<file path="src/rtl/dmem_bridge_pkg.sv">
// rtl/dmem_bridge_pkg.sv - shared types and constants for the data-memory bus bridge
package dmem_bridge_pkg;

  typedef enum logic [1:0] {
    IDLE,
    REQ,
    RESP,
    DONE
  } dbus_state_t;

  typedef struct packed {
    logic [31:0] addr;
    logic [31:0] wdata;
    logic        we;
  } dbus_req_t;

  typedef struct packed {
    logic        valid;
    logic [31:0] rdata;
  } dbus_resp_t;

  localparam logic [31:0] ERR_DATA_DEFAULT = 32'h0000_0000;

endpackage

</file>
<file path="src/rtl/dbus_timeout_counter.sv">
// rtl/dbus_timeout_counter.sv - saturating response-wait counter with expiry flag
module dbus_timeout_counter #(
  parameter int unsigned TIMEOUT = 255
) (
  input  logic clk,
  input  logic rst_n,
  input  logic i_clear,
  input  logic i_enable,
  output logic o_expired
);

  localparam int unsigned   CW    = $clog2(TIMEOUT + 1);
  localparam logic [CW-1:0] LIMIT = CW'(TIMEOUT);

  logic [CW-1:0] r_count;

  always_ff @(posedge clk or negedge rst_n) begin
    if (!rst_n) begin
      r_count <= '0;
    end else if (i_clear) begin
      r_count <= '0;
    end else if (i_enable && (r_count != LIMIT)) begin
      r_count <= r_count + 1'b1;
    end
  end

  // Expires in the cycle whose increment would reach TIMEOUT, i.e. the TIMEOUT-th wait cycle.
  assign o_expired = i_enable && (r_count >= (LIMIT - 1'b1));

endmodule

</file>
<file path="src/rtl/dmem_bridge.sv">
// rtl/dmem_bridge.sv - turns the core's single-cycle data access into a valid/ready bus
// transaction, stalling the core until the response and flagging sticky errors
module dmem_bridge
  import dmem_bridge_pkg::*;
#(
  parameter int unsigned TIMEOUT  = 255,
  parameter logic [31:0] ERR_DATA = ERR_DATA_DEFAULT
) (
  input  logic        clk,
  input  logic        reset,
  input  logic [31:0] core_addr,
  input  logic [31:0] core_wdata,
  input  logic        core_we,
  input  logic        core_re,
  output logic [31:0] core_rdata,
  output logic        core_stall,
  output logic        bus_req_valid,
  input  logic        bus_req_ready,
  output logic [31:0] bus_addr,
  output logic [31:0] bus_wdata,
  output logic        bus_we,
  input  logic        bus_resp_valid,
  input  logic [31:0] bus_rdata,
  output logic        err
);

  dbus_state_t r_state, w_state_next;
  dbus_req_t   r_req, w_req_next;
  logic [31:0] r_rdata, w_rdata_next;
  logic        r_err, w_err_next;
  logic        w_access, w_cnt_clear, w_cnt_en, w_expired;
  dbus_resp_t  w_resp;

  assign w_access = core_we | core_re;
  assign w_resp   = '{valid: bus_resp_valid, rdata: bus_rdata};

  dbus_timeout_counter #(.TIMEOUT(TIMEOUT)) u_timeout (
    .clk       (clk),
    .rst_n     (reset),
    .i_clear   (w_cnt_clear),
    .i_enable  (w_cnt_en),
    .o_expired (w_expired)
  );

  always_ff @(posedge clk or negedge reset) begin
    if (!reset) begin
      r_state <= IDLE;
      r_req   <= '0;
      r_rdata <= '0;
      r_err   <= 1'b0;
    end else begin
      r_state <= w_state_next;
      r_req   <= w_req_next;
      r_rdata <= w_rdata_next;
      r_err   <= w_err_next;
    end
  end

  always_comb begin
    w_state_next = r_state;
    w_req_next   = r_req;
    w_rdata_next = r_rdata;
    w_err_next   = r_err;
    w_cnt_clear  = 1'b0;
    w_cnt_en     = 1'b0;
    case (r_state)
      IDLE: begin
        if (w_access) begin
          if (core_addr[1:0] == 2'b00) begin
            // A store wins when both strobes are up.
            w_req_next   = '{addr: core_addr, wdata: core_wdata, we: core_we};
            w_state_next = REQ;
          end else begin
            w_err_next   = 1'b1;
            w_rdata_next = ERR_DATA;
            w_state_next = DONE;
          end
        end
      end
      REQ: begin
        if (bus_req_ready) begin
          w_cnt_clear  = 1'b1;
          w_state_next = RESP;
        end
      end
      RESP: begin
        w_cnt_en = 1'b1;
        if (w_resp.valid) begin
          if (!r_req.we) begin
            w_rdata_next = w_resp.rdata;
          end
          w_state_next = DONE;
        end else if (w_expired) begin
          w_err_next   = 1'b1;
          w_rdata_next = ERR_DATA;
          w_state_next = DONE;
        end
      end
      DONE: begin
        w_state_next = IDLE;
      end
      default: begin
        w_state_next = IDLE;
      end
    endcase
  end

  assign core_stall    = w_access & (r_state != DONE);
  assign core_rdata    = r_rdata;
  assign err           = r_err;
  assign bus_req_valid = (r_state == REQ);
  assign bus_addr      = r_req.addr;
  assign bus_wdata     = r_req.wdata;
  assign bus_we        = r_req.we;

endmodule

</file>
<file path="config.mk">
export PLATFORM = sky130hd
export DESIGN_NAME = dmem_bridge
export DESIGN_NICKNAME = d
export VERILOG_FILES = /design/src/rtl/dmem_bridge_pkg.sv /design/src/rtl/dbus_timeout_counter.sv /design/src/rtl/dmem_bridge.sv
export SDC_FILE = /design/constraint.sdc
export NUM_CORES = 1
export LEC_CHECK = 0
export ABC_AREA = 1
export BUFFER_PORTS_ARGS = -buffer_cell sky130_fd_sc_hd__buf_2
export CELL_PAD_IN_SITES_DETAIL_PLACEMENT = 1
export CELL_PAD_IN_SITES_GLOBAL_PLACEMENT = 1
export CORE_MARGIN = 3
export CORE_UTILIZATION = 37
export CTS_CLUSTER_SIZE = 30
export DETAILED_ROUTE_END_ITERATION = 8
export PLACE_DENSITY = 0.81
export SKIP_CTS_REPAIR_TIMING = 1
export SLEW_MARGIN = 15
export SYNTH_ARGS = -nofsm -noshare
export SYNTH_HDL_FRONTEND = slang
export SYNTH_HIERARCHICAL = 1
export SYNTH_SLANG_ARGS = --single-unit
</file>
<file path="constraint.sdc">
create_clock -name clk -period 2.87 [get_ports clk]
set_input_delay 0.861 -clock clk [delete_from_list [all_inputs] [get_ports clk]]
set_output_delay 0.861 -clock clk [all_outputs]
set_load 0.02 [all_outputs]
</file>
==> flow_metrics.env <==
export IMPL_path_buf_inv=3
export IMPL_hold_violations=0
export IMPL_grt_pass1_wl_microns=23100
export IMPL_p_switching_mw=3.39
export IMPL_first_pass_iters=4
export IMPL_drtIter0Drc=222
export IMPL_pin_count=202
export IMPL_hp_class="in2async"
export IMPL_tightest_slew_ns=1.04
export IMPL_syn_inst=633
export IMPL_wl_met3_microns=1380
export IMPL_finClkSkew_ns=0.00729
export IMPL_portBuffers=201
export IMPL_hold_slack_ns=0.306
export IMPL_synth_compound_area_frac=0.117
export IMPL_relSlewSlack=0.305
export IMPL_cts_tree="built"
export IMPL_hpwl_microns=10900
export IMPL_cp_depth=13
export IMPL_p_clk_frac=0.171
export IMPL_syn_area_sq_um=5150
export IMPL_routabilityCongestion=0.818
export IMPL_via_count=4702
export IMPL_synth_top_area_share=0.525
export IMPL_crit_path_start_kind="flip-flop"
export IMPL_synth_nets=743
export IMPL_wl_microns=14900
export IMPL_via_per_inst=4.68
export IMPL_h_tree_depth=3
export IMPL_synth_warnings=6
export IMPL_clockBufferDepth=2
export IMPL_drtAntennaViolNets=0
export IMPL_m1WireLength_microns=5980
export IMPL_grt_max_degree=104
export IMPL_met2_length_microns=7320
export IMPL_max_freq_mhz=407
export IMPL_die_x_microns=124
export IMPL_fin_setup_tns_ns=0
export IMPL_ir_drop_uv=450
export IMPL_ys_top_cells_by_area="dfrtp_1 53%, inv_1 10%, nand2_1 9.8%"
export IMPL_status="finished, final reports clean"
export IMPL_reg2regPathDepth=13
export IMPL_synth_xor_area_frac=0.00510
export IMPL_synthAdderAreaFrac=0.0194
export IMPL_p_comb_frac=0.470
export IMPL_die_area_sq_um=15400
export IMPL_n_fill_cell=1685
export IMPL_synthSimpleGateAreaFrac=0.194
export IMPL_cts_buffers=9
export IMPL_die_h_microns=124
export IMPL_synth_flop_cell="dfrtp_1"
export IMPL_synth_edf_count=0
export IMPL_max_stage_delay_ns=0.42
export IMPL_crit_fanout=32
export IMPL_yosys_register_bits=108
export IMPL_grt_pass1_vias=4806
export IMPL_power_internal_mw=4.03
export IMPL_synthArstFlopShare=1.00
export IMPL_clock_latency_ns=0.35
export IMPL_critPathMostFrequentCell="nand2_1"
export IMPL_yosys_cell_count_top_type="inv_1"
export IMPL_n_antenna_cell=0
export IMPL_grt_usage=0.192
export IMPL_switching_share=0.457
export IMPL_core_area_sq_um=13400
export IMPL_routed_top_layer="met5"
export IMPL_yosysSeqAreaShare=0.525
export IMPL_avgRoutedWirePerCell_microns=14.9
export IMPL_seq_power_share=0.359
export IMPL_required_ns=3.16
export IMPL_syn2layout_area_growth_pct=28.2
export IMPL_drive_gt1_frac=0.294
export IMPL_cap_viol_max_count=0
export IMPL_rsz0062_at_grt="false"
export IMPL_worstSetupPathType="reg2reg"
export IMPL_antenna_found_initial=2
export IMPL_crit_family="simple AND/OR/NAND/NOR gates"
export IMPL_start_util=0.384
export IMPL_numClockSinks=108
export IMPL_drc_errors=0
export IMPL_period_minus_slack_ns=2.46
export IMPL_avgSynthCellArea_sq_um=8.13
export IMPL_worstPathArrival_ns=2.75
export IMPL_synth_mux_area_frac=0
export IMPL_finalCritPeriodShare=0.857
export IMPL_synth_common_cells="141 x inv_1, 135 x nand2_1, 108 x dfrtp_1"
export IMPL_setup_viol=0
export IMPL_crit_path_cell_trace="inv_1 > ha_1 > inv_1 > nor2_1 > o21ai_1 > nor3_1 > nor2_1 > nand2_1 > nand2_1 > nor2_2 > buf_4 > nand3_1 > nand2_1"
export IMPL_critPathSlowestCell="dfrtp_1"
export IMPL_row_count=42
export IMPL_synth_top_family_by_area="simple AND/OR/NAND/NOR gates"
export IMPL_drv_slew=0
export IMPL_leakage_nw=4.05
export IMPL_overflow=0
export IMPL_cts_root_buffer="clkbuf_16"
export IMPL_yosysUniqueCellTypes=27
export IMPL_synth_top_cell_by_area="dfrtp_1"
export IMPL_endpoint_kind="flip-flop"
export IMPL_cellPowerDensity_nw_per_um2=1120
export IMPL_path_clk_slew_ns=0.07
export IMPL_nets=934
final cells by class:
| cell class | count | area [sq um] | share of cell area |
|---|---|---|---|
| flip-flops and latches | 108 | 2700 | 0.409 |
| multi-input cells | 352 | 1740 | 0.263 |
| repair buffers | 209 | 1090 | 0.166 |
| inverters | 144 | 548 | 0.0830 |
| clock buffers | 9 | 225 | 0.0341 |
| well taps | 176 | 220 | 0.0334 |
| clock inverters | 7 | 73.8 | 0.0112 |
placed cells by master, fill, tap and decap left out, types with 2 or more instances in the layout:
cell type and count:
o21ai_1 27, nor2_1 48, inv_1 141, clkinv_4 2, nand3_1 44, nand2_1 135, buf_12 2, o21bai_1 33
nor2_2 3, xor2_1 3, buf_4 7, o21ai_0 32, clkinv_2 2, nand2_2 5, dfrtp_1 108, ha_1 8
a21oi_1 2, buf_2 200, o21ai_2 5, inv_6 2, clkbuf_16 9
cell families after synthesis:
family	count (synthesis)
simple gates	241
buf+inv	173
flops	108
compound gates	100
fa+ha+maj	8
xor+xnor	3
sequential cells by signal (all words and copies together), names as in the netlist:
register and flops:
u_timeout/r_count 8, err 1, bus_addr 32, bus_wdata 32, bus_we 1, r_state 2
core_rdata 32
final timing paths:
| kind | from | to | slack, ns |
|---|---|---|---|
| max | r_state[0] | core_rdata[23] | 0.41 |
| max reg2reg | r_state[0] | core_rdata[23] | 0.41 |
| min | reset | bus_addr[27] | 0.31 |
| max in group asynchronous | reset | core_rdata[21] | 1.82 |
| min in group clk | bus_addr[1] | bus_addr[1] | 0.47 |
| min reg2reg | bus_addr[1] | bus_addr[1] | 0.47 |
power groups by stage:
stage,sequential (mW),clock [mW],combinational [mW]
after global placement,2.63,0,3.42
after detailed placement,2.69,0,3.54
after floorplan,3.45,0,1.45
after global routing,2.75,1.37,3.87
after CTS,2.67,1.31,3.56
final,2.66,1.27,3.49
through the flow:
stage / power, mW / util / setup WS, ns / area [sq um] / instances
after global placement: 6.05 / 0.470 / 0.570 / 6300 / 989
final: 7.42 / 0.493 / 0.411 / 6600 / 1005
after floorplan: 4.90 / - / 0.824 / 5150 / 633
after global routing: 7.99 / 0.493 / 0.158 / 6600 / 1005
after detailed placement: 6.23 / 0.470 / 0.389 / 6300 / 989
after CTS: 7.54 / 0.493 / 0.366 / 6600 / 1005
metal layers:
| layer | GRT usage | up-vias |
|---|---|---|
| met3 | 0.0527 | 21 |
| li1 | - | 2282 |
| met2 | 0.336 | 167 |
| met4 | 0.0684 | 4 |
| met1 | 0.225 | 2228 |
| met5 | 0 | - |
Note: power is estimated with default switching activity, not from simulation.
